===== config.mk =====
export PLATFORM = sky130hd
export DESIGN_NAME = hba_gpio_ng
export DESIGN_NICKNAME = d
export VERILOG_FILES = /design/src/rtl/hba_gpio_ng.sv
export SDC_FILE = /design/constraint.sdc
export NUM_CORES = 1
export LEC_CHECK = 0
export ABC_AREA = 1
export BUFFER_PORTS_ARGS = -buffer_cell sky130_fd_sc_hd__buf_2
export CAP_MARGIN = 20
export CORE_ASPECT_RATIO = 0.6
export CORE_MARGIN = 2
export CORE_UTILIZATION = 45
export CTS_BUF_LIST = sky130_fd_sc_hd__clkbuf_8
export DETAILED_ROUTE_END_ITERATION = 10
export SETUP_SLACK_MARGIN = 0.5
export SLEW_MARGIN = 20
export SYNTH_ARGS = -nofsm -noshare
export SYNTH_HDL_FRONTEND = slang
export SYNTH_SLANG_ARGS = --single-unit

===== constraint.sdc =====
create_clock -name hba_clk -period 4.26 [get_ports hba_clk]
set_input_delay 1.278 -clock hba_clk [delete_from_list [all_inputs] [get_ports hba_clk]]
set_output_delay 1.278 -clock hba_clk [all_outputs]
set_load 0.02 [all_outputs]

===== src/rtl/hba_gpio_ng.sv =====
// -----------------------------------------------------------------------------
// hba_gpio_ng
//
// GPIO peripheral on the HBA slave bus. Each pin has an output-enable bit and
// an output value bit. Every pin's input passes through a two-flop
// synchroniser and a programmable debounce filter. Each pin can raise an
// interrupt on a rising edge, a falling edge, or both. Interrupt status is
// sticky and is cleared by writing 1 to the bit.
//
// Register map (offset = hba_abus[REG_ADDR_WIDTH-1:0]):
//   0 DIR          rw   1 = pin driven
//   1 OUT          rw   drive value
//   2 IN           ro   debounced pin value
//   3 INTR_EN      rw   per-pin interrupt enable
//   4 RISE_EN      rw   rising-edge select
//   5 FALL_EN      rw   falling-edge select
//   6 INTR_STATUS  w1c  sticky edge flags
//   7 DEBOUNCE     rw   filter threshold, full bus width
//   8+             reads 0, ignores writes, still acknowledged
//
// Ports:
//   hba_clk            bus clock; all logic on its rising edge
//   hba_reset_n        asynchronous active-low reset
//   hba_rnw            1 = read, 0 = write
//   hba_select         transfer in progress
//   hba_abus           {peripheral select, register offset}
//   hba_dbus           write data
//   hba_dbus_slave     read data; 0 except in the acknowledge cycle
//   hba_xferack_slave  one-cycle transfer acknowledge
//   slave_interrupt    level interrupt, OR of INTR_STATUS
//   gpio_out_en        per-pin output enable (DIR)
//   gpio_out_sig       per-pin output value (OUT)
//   gpio_in_sig        raw asynchronous pad inputs
// -----------------------------------------------------------------------------
module hba_gpio_ng #(
  parameter int DBUS_WIDTH        = 8,
  parameter int PERIPH_ADDR_WIDTH = 4,
  parameter int REG_ADDR_WIDTH    = 8,
  parameter int ADDR_WIDTH        = PERIPH_ADDR_WIDTH + REG_ADDR_WIDTH,
  parameter int PERIPH_ADDR       = 0,
  parameter int NUM_PINS          = 4
) (
  input  logic                  hba_clk,
  input  logic                  hba_reset_n,
  input  logic                  hba_rnw,
  input  logic                  hba_select,
  input  logic [ADDR_WIDTH-1:0] hba_abus,
  input  logic [DBUS_WIDTH-1:0] hba_dbus,
  output logic [DBUS_WIDTH-1:0] hba_dbus_slave,
  output logic                  hba_xferack_slave,
  output logic                  slave_interrupt,
  output logic [NUM_PINS-1:0]   gpio_out_en,
  output logic [NUM_PINS-1:0]   gpio_out_sig,
  input  logic [NUM_PINS-1:0]   gpio_in_sig
);

  localparam logic [PERIPH_ADDR_WIDTH-1:0] PERIPH_SEL = PERIPH_ADDR_WIDTH'(PERIPH_ADDR);

  localparam logic [REG_ADDR_WIDTH-1:0] OFF_DIR         = REG_ADDR_WIDTH'(0);
  localparam logic [REG_ADDR_WIDTH-1:0] OFF_OUT         = REG_ADDR_WIDTH'(1);
  localparam logic [REG_ADDR_WIDTH-1:0] OFF_IN          = REG_ADDR_WIDTH'(2);
  localparam logic [REG_ADDR_WIDTH-1:0] OFF_INTR_EN     = REG_ADDR_WIDTH'(3);
  localparam logic [REG_ADDR_WIDTH-1:0] OFF_RISE_EN     = REG_ADDR_WIDTH'(4);
  localparam logic [REG_ADDR_WIDTH-1:0] OFF_FALL_EN     = REG_ADDR_WIDTH'(5);
  localparam logic [REG_ADDR_WIDTH-1:0] OFF_INTR_STATUS = REG_ADDR_WIDTH'(6);
  localparam logic [REG_ADDR_WIDTH-1:0] OFF_DEBOUNCE    = REG_ADDR_WIDTH'(7);

  // configuration and status registers
  logic [NUM_PINS-1:0]   dir_q;
  logic [NUM_PINS-1:0]   out_q;
  logic [NUM_PINS-1:0]   intr_en_q;
  logic [NUM_PINS-1:0]   rise_en_q;
  logic [NUM_PINS-1:0]   fall_en_q;
  logic [NUM_PINS-1:0]   intr_status_q;
  logic [DBUS_WIDTH-1:0] debounce_q;

  // input path
  logic [NUM_PINS-1:0]   sync1_q;
  logic [NUM_PINS-1:0]   sync2_q;
  logic [NUM_PINS-1:0]   filt_q;
  logic [NUM_PINS-1:0]   prev_q;

  // bus decode
  logic                      xfer_start;
  logic                      wr_en;
  logic [REG_ADDR_WIDTH-1:0] reg_off;
  logic [NUM_PINS-1:0]       wr_pins;
  logic [DBUS_WIDTH-1:0]     rd_data;

  // edge / status
  logic [NUM_PINS-1:0] rise;
  logic [NUM_PINS-1:0] fall;
  logic [NUM_PINS-1:0] status_set;
  logic [NUM_PINS-1:0] status_clr;

  function automatic logic [DBUS_WIDTH-1:0] zext_pins(input logic [NUM_PINS-1:0] v);
    logic [DBUS_WIDTH-1:0] r;
    r = '0;
    r[NUM_PINS-1:0] = v;
    return r;
  endfunction

  // ---------------------------------------------------------------------------
  // Bus decode. A transfer starts only while no acknowledge is outstanding,
  // which gives the mandatory idle cycle between back-to-back transfers.
  // ---------------------------------------------------------------------------
  assign reg_off    = hba_abus[REG_ADDR_WIDTH-1:0];
  assign xfer_start = hba_select
                   && (hba_abus[ADDR_WIDTH-1:REG_ADDR_WIDTH] == PERIPH_SEL)
                   && !hba_xferack_slave;
  assign wr_en      = xfer_start && !hba_rnw;
  assign wr_pins    = hba_dbus[NUM_PINS-1:0];

  // Read data always reflects register contents before the current edge.
  always_comb begin
    rd_data = '0;
    case (reg_off)
      OFF_DIR:         rd_data = zext_pins(dir_q);
      OFF_OUT:         rd_data = zext_pins(out_q);
      OFF_IN:          rd_data = zext_pins(filt_q);
      OFF_INTR_EN:     rd_data = zext_pins(intr_en_q);
      OFF_RISE_EN:     rd_data = zext_pins(rise_en_q);
      OFF_FALL_EN:     rd_data = zext_pins(fall_en_q);
      OFF_INTR_STATUS: rd_data = zext_pins(intr_status_q);
      OFF_DEBOUNCE:    rd_data = debounce_q;
      default:         rd_data = '0;
    endcase
  end

  always_ff @(posedge hba_clk or negedge hba_reset_n) begin
    if (!hba_reset_n) begin
      hba_xferack_slave <= 1'b0;
      hba_dbus_slave    <= '0;
    end else begin
      hba_xferack_slave <= xfer_start;
      hba_dbus_slave    <= xfer_start ? rd_data : '0;
    end
  end

  // ---------------------------------------------------------------------------
  // Configuration registers. Writes to IN and to unmapped offsets fall
  // through the default arm and have no effect.
  // ---------------------------------------------------------------------------
  always_ff @(posedge hba_clk or negedge hba_reset_n) begin
    if (!hba_reset_n) begin
      dir_q      <= '0;
      out_q      <= '0;
      intr_en_q  <= '0;
      rise_en_q  <= '0;
      fall_en_q  <= '0;
      debounce_q <= '0;
    end else if (wr_en) begin
      case (reg_off)
        OFF_DIR:      dir_q      <= wr_pins;
        OFF_OUT:      out_q      <= wr_pins;
        OFF_INTR_EN:  intr_en_q  <= wr_pins;
        OFF_RISE_EN:  rise_en_q  <= wr_pins;
        OFF_FALL_EN:  fall_en_q  <= wr_pins;
        OFF_DEBOUNCE: debounce_q <= hba_dbus;
        default: ;
      endcase
    end
  end

  assign gpio_out_en  = dir_q;
  assign gpio_out_sig = out_q;

  // ---------------------------------------------------------------------------
  // Input path: synchroniser and edge-history registers for all pins.
  // ---------------------------------------------------------------------------
  always_ff @(posedge hba_clk or negedge hba_reset_n) begin
    if (!hba_reset_n) begin
      sync1_q <= '0;
      sync2_q <= '0;
      prev_q  <= '0;
    end else begin
      sync1_q <= gpio_in_sig;
      sync2_q <= sync1_q;
      prev_q  <= filt_q;
    end
  end

  // Per-pin debounce. The counter measures how long the synchronised input
  // has disagreed with the filtered value. Comparing with >= means a
  // threshold lowered below the running count takes effect on the next edge.
  for (genvar p = 0; p < NUM_PINS; p++) begin : g_filt
    logic                  filt_bit;
    logic [DBUS_WIDTH-1:0] cnt;

    always_ff @(posedge hba_clk or negedge hba_reset_n) begin
      if (!hba_reset_n) begin
        filt_bit <= 1'b0;
        cnt      <= '0;
      end else if (sync2_q[p] == filt_bit) begin
        cnt <= '0;
      end else if (cnt >= debounce_q) begin
        filt_bit <= sync2_q[p];
        cnt      <= '0;
      end else begin
        cnt <= cnt + DBUS_WIDTH'(1);
      end
    end

    assign filt_q[p] = filt_bit;
  end

  // ---------------------------------------------------------------------------
  // Edge detection and sticky status. A new event on a bit wins over a
  // write-1-to-clear of that bit on the same edge, so no event is lost.
  // ---------------------------------------------------------------------------
  assign rise       = filt_q & ~prev_q;
  assign fall       = ~filt_q & prev_q;
  assign status_set = intr_en_q & ((rise & rise_en_q) | (fall & fall_en_q));
  assign status_clr = (wr_en && (reg_off == OFF_INTR_STATUS)) ? wr_pins : '0;

  always_ff @(posedge hba_clk or negedge hba_reset_n) begin
    if (!hba_reset_n) begin
      intr_status_q <= '0;
    end else begin
      intr_status_q <= (intr_status_q & ~status_clr) | status_set;
    end
  end

  assign slave_interrupt = |intr_status_q;

endmodule


==> run_results.csv, run 1 <==
group,metric,value,unit
status,status,"finished, final reports clean",
power,ir_drop,0.130,mV
sta,min_period,2.79,ns
yosys,yosysSeqAreaShare,0.485,
floorplanning,core_area,0.00988,mm^2
hold_path,hold_end,"sync2_q[0]$_DFF_PN0_",
global_route,grt_use_total,0.199,
critical_path,r2r_slack,2.17,ns
floorplanning,die_h,82.2,um
critical_path,r2r-end,"g_filt[3].cnt[7]$_DFF_PN0_",
yosys,synth_most_common_cell,"nand2_1",
floorplanning,fp.dieW,134,um
yosys,synth_edf_count,0,
critical_path,slowest_stage,"or4_1",
global_route,grt_max_degree,37,
cells_and_area,nets,629,
cells_and_area,drive_above_1_share,0.146,
clock_tree,cts_made_buffers,9,
clock_tree,clkSinkCount,89,
global_route,grt-ovfl-total,0,
yosys,syn-num-nets,575,
sta,tightest_slew,0.611,ns
yosys,ys_seq_elements,89,
yosys,syn_area,0.00459,mm^2
clock_tree,cts_tree,"built",
floorplanning,row_count,28,
drt,vias,3572,
sta,hold_ws,0.358,ns
yosys,yosys_most_used_dff,"dfrtp_1",
sta,hold_viol,0,
power,power_density,305,mW/mm^2
flow_run,cap_viol_max_count,0,
sta,finalClockSkew,0.00847,ns
cells_and_area,fin_util,0.522,
sta,fmax,0.358,GHz
critical_path,crit_start,"intr_status_q[2]$_DFF_PN0_",
clock_tree,cts_setup_buffers,0,
global_route,grt_pass1_vias,3195,
hold_path,hold_depth,0,
clock_tree,cts_root_buffer,"clkbuf_8",
placement,hpwl,7640,um
placement,portBuffers,45,
yosys,netlist-cell-type-count,23,
critical_path,path_class,"reg2out",
critical_path,critPathArrivalTime,1.52,ns
cells_and_area,area_delta_synth_final,12.4,%
drt,first_pass_iters,5,
global_route,antenna_found_initial,0,
yosys,synthTopCellsByCount,"nand2_1 (96), dfrtp_1 (89), nor2_1 (79), nand3_1 (52), inv_1 (41)",
critical_path,cp_cell_sequence,"or4_1, buf_2",
critical_path,crit_path_end_kind,"output pin",
clock_tree,ctsResizeCount,0,
clock_tree,clock_latency,0.36,ns
floorplanning,dieArea,0.0110,mm^2
critical_path,slowest_delay,0.56,ns
clock_tree,h-tree-depth,3,
critical_path,crit_fanout,3,
critical_path,r2r_start,"debounce_q[3]$_DFFE_PN0P_",
yosys,async_flop_share,1.00,
critical_path,worstPathRequired,2.98,ns
yosys,avgSynthCellArea,8.98,um^2
drt,drc,0,
floorplanning,initial_utilization,0.464,
drt,wl,10100,um
yosys,synth_area_leader_cell,"dfrtp_1",
drt,routedWlPerCell,14.3,um
sta,fin_setup_tns,0,ns
hold_path,hold_start,"sync1_q[0]$_DFF_PN0_",
global_route,grt_pass1_wl,16700,um
sta,finalCritPeriodShare,0.656,
power,total_power,1.57,mW
yosys,synth_area_leaders,"dfrtp_1 (49%), ha_1 (9.8%), nand2_1 (7.9%), nor2_1 (6.5%), nand3_1 (5.7%)",
clock_tree,cts.clk_slew.worst_paths,0.09,ns
drt,drt_iter0_markers,248,
placement,gp_congestion,0.830,
hold_path,hold_path.class,"reg2reg",
floorplanning,io_pins,46,
sta,max_slew_margin,0.592,
yosys,synth_top_area_frac,0.485,
cells_and_area,diodes,0,
sta,finalSetupViolCount,0,
sta,slew_violations,0,
yosys,synthCells,511,
drt,routed_via_density,5.07,
critical_path,crit_path_start_kind,"register",
drt,ant_nets,0,
critical_path,rr_worst_depth,7,
power,p_leak,2.65,nW
sta,grt_setup_unrepaired,"false",
clock_tree,clk_path_buf_depth,2,
yosys,ys_warn_count,0,
clock_tree,cts-hold-fix-buffers,0,
==> area by class of cell <==
class	count	area (um^2)
fill	925	4720
sequential	89	2230
multi-input combinational	376	2160
timing repair buffer	47	243
tap	135	169
inverter	42	158
clock buffer	9	124
clock inverter	7	80.1
==> layout by cell type (no fill, tap or decap) <==
| cell type | count |
|---|---|
| xnor2_1 | 5 |
| ha_1 | 36 |
| nand3b_1 | 6 |
| clkinvlp_4 | 1 |
| nand3_1 | 52 |
| clkinv_4 | 3 |
| bufinv_16 | 1 |
| nor2_1 | 79 |
| a21oi_1 | 15 |
| inv_8 | 1 |
| nor3_1 | 8 |
| nand3_4 | 2 |
| inv_1 | 41 |
| xor2_1 | 23 |
| a21oi_2 | 4 |
| o21ai_2 | 4 |
| buf_2 | 44 |
| nor2_8 | 1 |
| nand2_1 | 96 |
| nand3_2 | 4 |
| nand4_1 | 4 |
| or4_1 | 1 |
| clkinv_2 | 1 |
| clkbuf_8 | 9 |
| inv_2 | 1 |
| nor3b_1 | 1 |
| o21ai_0 | 31 |
| nor2_2 | 4 |
| dfrtp_1 | 89 |
| buf_4 | 3 |
==> worst max-delay path: cells and delay by family, from the launching register on <==
family	cells	cell delay, ns
buf+inv	1	0.18
simple gates	1	0.56
flops	1	0.42
==> report_power, final <==
group          internal (mW)  total (mW)  switching, mW  leakage (nW)
sequential             0.858       0.871         0.0126          1.17
combinational         0.0380       0.106         0.0684          1.38
clock                  0.277       0.595          0.318         0.101
==> cells by family (layout without fill, tap and decap cells) <==
| logic type | count (synthesis) | after routing | synth area share |
|---|---|---|---|
| buffers and inverters | 46 | 105 | 0.0442 |
| adders and majority gates | 36 | 36 | 0.0982 |
| and+or+nand+nor | 258 | 258 | 0.253 |
| DFF | 89 | 89 | 0.485 |
| xor gates and xnor gates | 28 | 28 | 0.0534 |
| AOI/OAI and AO/OA | 54 | 54 | 0.0654 |
==> metal layers <==
layer | track usage | up-vias | share of wire
li1 | - | 1789 | -
met1 | 0.308 | 1685 | 0.53
met2 | 0.283 | 89 | 0.41
met3 | 0.0440 | 9 | 0.050
met4 | 0.0442 | 0 | 0.0077
met5 | 0 | - | 0
==> registers in the layout, indices dropped and copies added (netlist names) <==
signal	cells
prev_q	4
g_filt.cnt	32
fall_en_q	4
sync2_q	4
hba_dbus_slave	8
intr_status_q	4
gpio_out_sig	4
intr_en_q	4
rise_en_q	4
debounce_q	8
sync1_q	4
g_filt.filt_bit	4
gpio_out_en	4
hba_xferack_slave	1
==> through the flow <==
step,instance area [um^2],cells,setup WS [ns]
floorplan,4590,511,1.99
global placement,4950,689,1.59
detailed placement,4950,689,1.57
CTS,5160,705,1.45
global route,5160,705,1.43
finish,5160,705,1.47
==> how the worst max path moves through the flow <==
stage / to / cells past startpoint
3_3_place_gp: debounce_q[5]$_DFFE_PN0P_ / 7
4_1_cts: slave_interrupt / 2
3_5_place_dp: debounce_q[6]$_DFFE_PN0P_ / 7
6_report: slave_interrupt / 2
5_1_grt: slave_interrupt / 2
2_1_floorplan: slave_interrupt / 1
Power figures use the tool's default switching activity.
==> inputs of run 2 (changes only) <==
Clock period 4.26 ns to 2.7 ns, I/O delays scaled along.
==> run_results.csv, run 2 (synthesized netlist as in run 1, its figures left out) <==
group,metric,value,unit
status,status,"finished, final reports clean",
clock_tree,cts_tree,"built",
power,power_density,477,mW/mm^2
global_route,antenna_found_initial,0,
drt,routed_via_density,4.98,
placement,portBuffers,45,
drt,vias,3523,
cells_and_area,diodes,0,
drt,routedWlPerCell,14.7,um
sta,finalClockSkew,0.0117,ns
power,switching_share,0.248,
cells_and_area,top_regs,"g_filt.cnt (32), debounce_q (8), hba_dbus_slave (8)",
sta,finalSetupViolCount,0,
sta,min_period,2.25,ns
sta,max_slew_margin,0.676,
floorplanning,row_count,28,
hold_path,hold_path.class,"in2async",
clock_tree,cts_made_buffers,9,
floorplanning,io_pins,46,
sta,hold_viol,0,
floorplanning,core_area,0.00988,mm^2
sta,slew_violations,0,
clock_tree,h-tree-depth,3,
critical_path,worstPathRequired,1.89,ns
floorplanning,die_h,82.2,um
cells_and_area,nFillCells,919,
placement,hpwl,7760,um
sta,tightest_slew,0.485,ns
global_route,grt-ovfl-total,0,
cells_and_area,nets,631,
clock_tree,cts_root_buffer,"clkbuf_8",
power,total_power,2.49,mW
critical_path,path_class,"reg2out",
floorplanning,initial_utilization,0.464,
drt,drt_iter0_markers,235,
cells_and_area,area_delta_synth_final,13.7,%
power,p_leak,2.68,nW
power,clkPwrFrac,0.377,
clock_tree,clock_latency,0.36,ns
cells_and_area,layout_common_cells,"nand2_1 (96), dfrtp_1 (89), nor2_1 (79)",
sta,fin_setup_tns,0,ns
global_route,grt_pass1_wl,17300,um
global_route,grt_pass1_vias,3344,
critical_path,slowest_stage,"or4_4",
power,comb_power_share,0.070,
critical_path,slowest_delay,0.54,ns
critical_path,cp_cell_sequence,"or4_4, buf_6",
cells_and_area,final_common_cell,"nand2_1",
clock_tree,clkSinkCount,89,
drt,wl,10400,um
sta,fmax,0.445,GHz
sta,finalCritPeriodShare,0.833,
critical_path,crit_fanout,2,
critical_path,crit_path_start_kind,"register",
power,p_sw,0.617,mW
global_route,grt_max_degree,64,
clock_tree,cts.clk_slew.worst_paths,0.09,ns
clock_tree,clk_path_buf_depth,2,
drt,first_pass_iters,4,
cells_and_area,largest_reg_flops,32,
power,p_seq_frac,0.553,
sta,grt_setup_unrepaired,"true",
power,internal-power,1.87,mW
placement,gp_congestion,0.821,
flow_run,cap_viol_max_count,0,
drt,drc,0,
floorplanning,fp.dieW,134,um
cells_and_area,drive_above_1_share,0.157,
power,ir_drop,0.340,mV
floorplanning,dieArea,0.0110,mm^2
cells_and_area,regMostFlops,"g_filt.cnt",
drt,ant_nets,0,
global_route,grt_use_total,0.206,
critical_path,critPathArrivalTime,1.44,ns
critical_path,crit_path_end_kind,"output pin",
## run 2: path summary, 6_finish.rpt
kind | start | endpoint | slack [ns] | cells past startpoint
min reg2reg | sync1_q[3]$_DFF_PN0_ | sync2_q[3]$_DFF_PN0_ | 0.35 | 0
min | hba_reset_n | sync1_q[0]$_DFF_PN0_ | 0.34 | 1
max in group asynchronous | hba_reset_n | fall_en_q[3]$_DFFE_PN0P_ | 1.69 | 2
max reg2reg | debounce_q[5]$_DFFE_PN0P_ | g_filt[1].cnt[0]$_DFF_PN0_ | 0.71 | 7
max | intr_status_q[1]$_DFF_PN0_ | slave_interrupt | 0.45 | 2
min in group hba_clk | sync1_q[3]$_DFF_PN0_ | sync2_q[3]$_DFF_PN0_ | 0.35 | 0
## run 2: critical path: cells and delay by family (launching register included)
| kind | cells | cell delay [ns] |
|---|---|---|
| simple gates | 1 | 0.54 |
| flops | 1 | 0.39 |
| buf+inv | 1 | 0.15 |
## run 2: per-layer routing
layer  wire length [um]  GRT usage  up-vias  share of wire
met1               5470      0.315     1654           0.53
met5                  0          0        -              0
met3                619     0.0464        8          0.059
met2               4220      0.291       67           0.41
li1                   -          -     1794              -
met4                102     0.0547        0         0.0098
## run 2: area by class of cell
| class | instances | area (um^2) | area share |
|---|---|---|---|
| Clock buffer | 10 | 138 | 0.0264 |
| Clock inverter | 6 | 67.6 | 0.0129 |
| Inverter | 42 | 158 | 0.0302 |
| Multi-Input combinational cell | 376 | 2180 | 0.418 |
| Sequential cell | 89 | 2230 | 0.427 |
| Tap cell | 135 | 169 | 0.0324 |
| Timing Repair Buffer | 49 | 277 | 0.0530 |
## run 2: power by group through the flow
stage | logic (mW) | clock network, mW | registers (mW)
6_report | 0.174 | 0.939 | 1.37
5_1_grt | 0.204 | 1.03 | 1.38
4_1_cts | 0.176 | 0.969 | 1.38
3_5_place_dp | 0.175 | 0 | 1.40
3_3_place_gp | 0.166 | 0 | 1.40
2_1_floorplan | 0.0955 | 0 | 1.40
## run 2: repair_timing
item	4_1_cts	5_1_grt
pin swaps	1	0
resized for setup	3	5
buffers inserted	2	0
hold buffers	0	0
setup endpoints to repair	1	33
## run 2: metrics by stage
stage / cell area (um^2) / hold slack [ns] / util / setup slack, ns / instances
global placement: 4970 / 0.335 / 0.503 / 0.585 / 689
floorplan: 4590 / 0.331 / - / 0.898 / 511
global route: 5220 / 0.349 / 0.528 / 0.396 / 707
detailed placement: 4970 / 0.337 / 0.503 / 0.536 / 689
finish: 5220 / 0.344 / 0.528 / 0.451 / 707
CTS: 5200 / 0.348 / 0.526 / 0.447 / 707
==> inputs of run 3 (changes only) <==
Settings changed: PLACE_DENSITY set to 0.66.
Clock period 2.7 ns to 2 ns, I/O delays scaled along.
==> run_results.csv, run 3 (synthesized netlist as in run 1, its figures left out) <==
group,metric,value,unit
clock_tree,cts_made_buffers,9,
floorplanning,fp.dieW,134,um
clock_tree,clock_latency,0.38,ns
placement,hpwl,7990,um
sta,worst_slack,-0.0537,ns
critical_path,cp_cell_sequence,"or4_4, buf_6",
cells_and_area,area_delta_synth_final,35.5,%
floorplanning,die_h,82.2,um
drt,routedWlPerCell,15.8,um
sta,fin_setup_tns,-0.0537,ns
drt,first_pass_iters,5,
clock_tree,cts-hold-fix-buffers,0,
clock_tree,h-tree-depth,3,
critical_path,crit_fanout,2,
status,violations,"negative setup slack",
clock_tree,cts.clk_slew.worst_paths,0.09,ns
floorplanning,row_count,28,
critical_path,r2r_start,"debounce_q[5]$_DFFE_PN0P_",
hold_path,hold_path.class,"in2async",
clock_tree,clk_path_buf_depth,2,
drt,vias,3875,
cells_and_area,final_common_cell,"dfrtp_1",
sta,fmax,0.487,GHz
clock_tree,cts_root_buffer,"clkbuf_8",
critical_path,path_buf_inv,1,
cells_and_area,diodes,0,
status,status,"finished, violations left",
placement,pre_cts_slack,0.110,ns
drt,drt_iter0_markers,239,
floorplanning,initial_utilization,0.464,
sta,finalClockSkew,0.00621,ns
critical_path,slowest_stage,"or4_4",
global_route,grt_pass1_wl,18400,um
drt,wl,11800,um
sta,max_slew_margin,0.702,
critical_path,critPathArrivalTime,1.45,ns
power,ir_drop,0.364,mV
drt,ant_nets,0,
sta,slew_violations,0,
global_route,grt_max_degree,31,
cells_and_area,nets,669,
sta,finalCritPeriodShare,1.03,
clock_tree,clkSinkCount,89,
sta,finalSetupViolCount,1,
floorplanning,core_area,0.00988,mm^2
clock_tree,cts_tree,"built",
critical_path,rr_worst_depth,9,
critical_path,path_class,"reg2out",
sta,min_period,2.05,ns
critical_path,crit_path_start_kind,"register",
global_route,grt-ovfl-total,0,
cells_and_area,regMostFlops,"g_filt.cnt",
cells_and_area,top_regs,"g_filt.cnt (32), debounce_q (8), hba_dbus_slave (8)",
global_route,grt_use_total,0.221,
global_route,grt_pass1_vias,3596,
cells_and_area,largest_reg_flops,32,
critical_path,r2r-end,"g_filt[3].cnt[7]$_DFF_PN0_",
critical_path,critPathTopFamily,"simple AND/OR/NAND/NOR gates",
sta,grt_setup_unrepaired,"true",
critical_path,worstPathRequired,1.40,ns
power,p_leak,2.93,nW
cells_and_area,fin_util,0.629,
cells_and_area,layout_common_cells,"dfrtp_1 (89), nand2_1 (88), nor2_1 (54)",
global_route,antenna_found_initial,0,
drt,routed_via_density,5.20,
sta,tightest_slew,0.446,ns
cells_and_area,drive_above_1_share,0.316,
critical_path,crit_path_end_kind,"output pin",
flow_run,cap_viol_max_count,0,
drt,drc,0,
critical_path,r2r_slack,0.17,ns
floorplanning,io_pins,46,
floorplanning,dieArea,0.0110,mm^2
power,power_density,627,mW/mm^2
critical_path,slowest_delay,0.53,ns
sta,hold_viol,0,
placement,gp_congestion,0.867,
placement,portBuffers,45,
run 3: cell types whose count changed in the layout (fill, tap and decap cells not counted), moves of 9 or more:
| cell | before | now |
|---|---|---|
| buf_2 | 43 | 26 |
| buf_4 | 4 | 32 |
| buf_6 | 1 | 23 |
| ha_1 | 36 | 27 |
| ha_4 | 0 | 9 |
| nand3_4 | 2 | 11 |
| nor2_1 | 79 | 54 |
| nor2_2 | 4 | 15 |
| nor2_4 | 0 | 14 |
run 3: area by class of cell:
class | instances | area, um^2
Multi-Input combinational cell | 377 | 2620
Clock inverter | 7 | 166
Clock buffer | 9 | 124
Fill cell | 799 | 3660
Inverter | 42 | 180
Sequential cell | 89 | 2230
Timing Repair Buffer | 86 | 729
Tap cell | 135 | 169
run 3: report_power, final:
group	switching (mW)	internal [mW]	total [mW]
combinational	0.184	0.109	0.294
sequential	0.0313	1.83	1.86
clock	0.660	1.08	1.74
run 3: layer usage:
metal  part of all wire  GRT usage
met1               0.47      0.316
met2               0.44      0.332
met3              0.067     0.0556
met4              0.018     0.0705
met5                  0          0
run 3: timing repair:
action	4_1_cts	5_1_grt
gates cloned	1	0
endpoints found under the setup margin	54	90
setup buffers	17	14
gates resized for setup	65	69
pin swaps	24	24
run 3: metrics by stage:
stage / area, um^2 / instances / hold slack [ns] / power, mW
2_1_floorplan: 4650 / 511 / 0.304 / 2.02
3_3_place_gp: 5090 / 697 / 0.332 / 2.13
3_5_place_dp: 5090 / 697 / 0.338 / 2.14
4_1_cts: 5810 / 731 / 0.141 / 3.88
5_1_grt: 6220 / 745 / 0.155 / 4.05
6_report: 6220 / 745 / 0.146 / 3.90
run 3: worst max-delay path by stage:
stage                     cells after the start                       start                          to
final                                         2  intr_status_q[2]$_DFF_PN0_             slave_interrupt
after global routing                          2  intr_status_q[2]$_DFF_PN0_             slave_interrupt
after CTS                                     2  intr_status_q[1]$_DFF_PN0_             slave_interrupt
after detailed placement                      7   debounce_q[5]$_DFFE_PN0P_  g_filt[3].cnt[1]$_DFF_PN0_
after global placement                        7                 hba_abus[3]   debounce_q[7]$_DFFE_PN0P_
after floorplan                               1  intr_status_q[2]$_DFF_PN0_             slave_interrupt
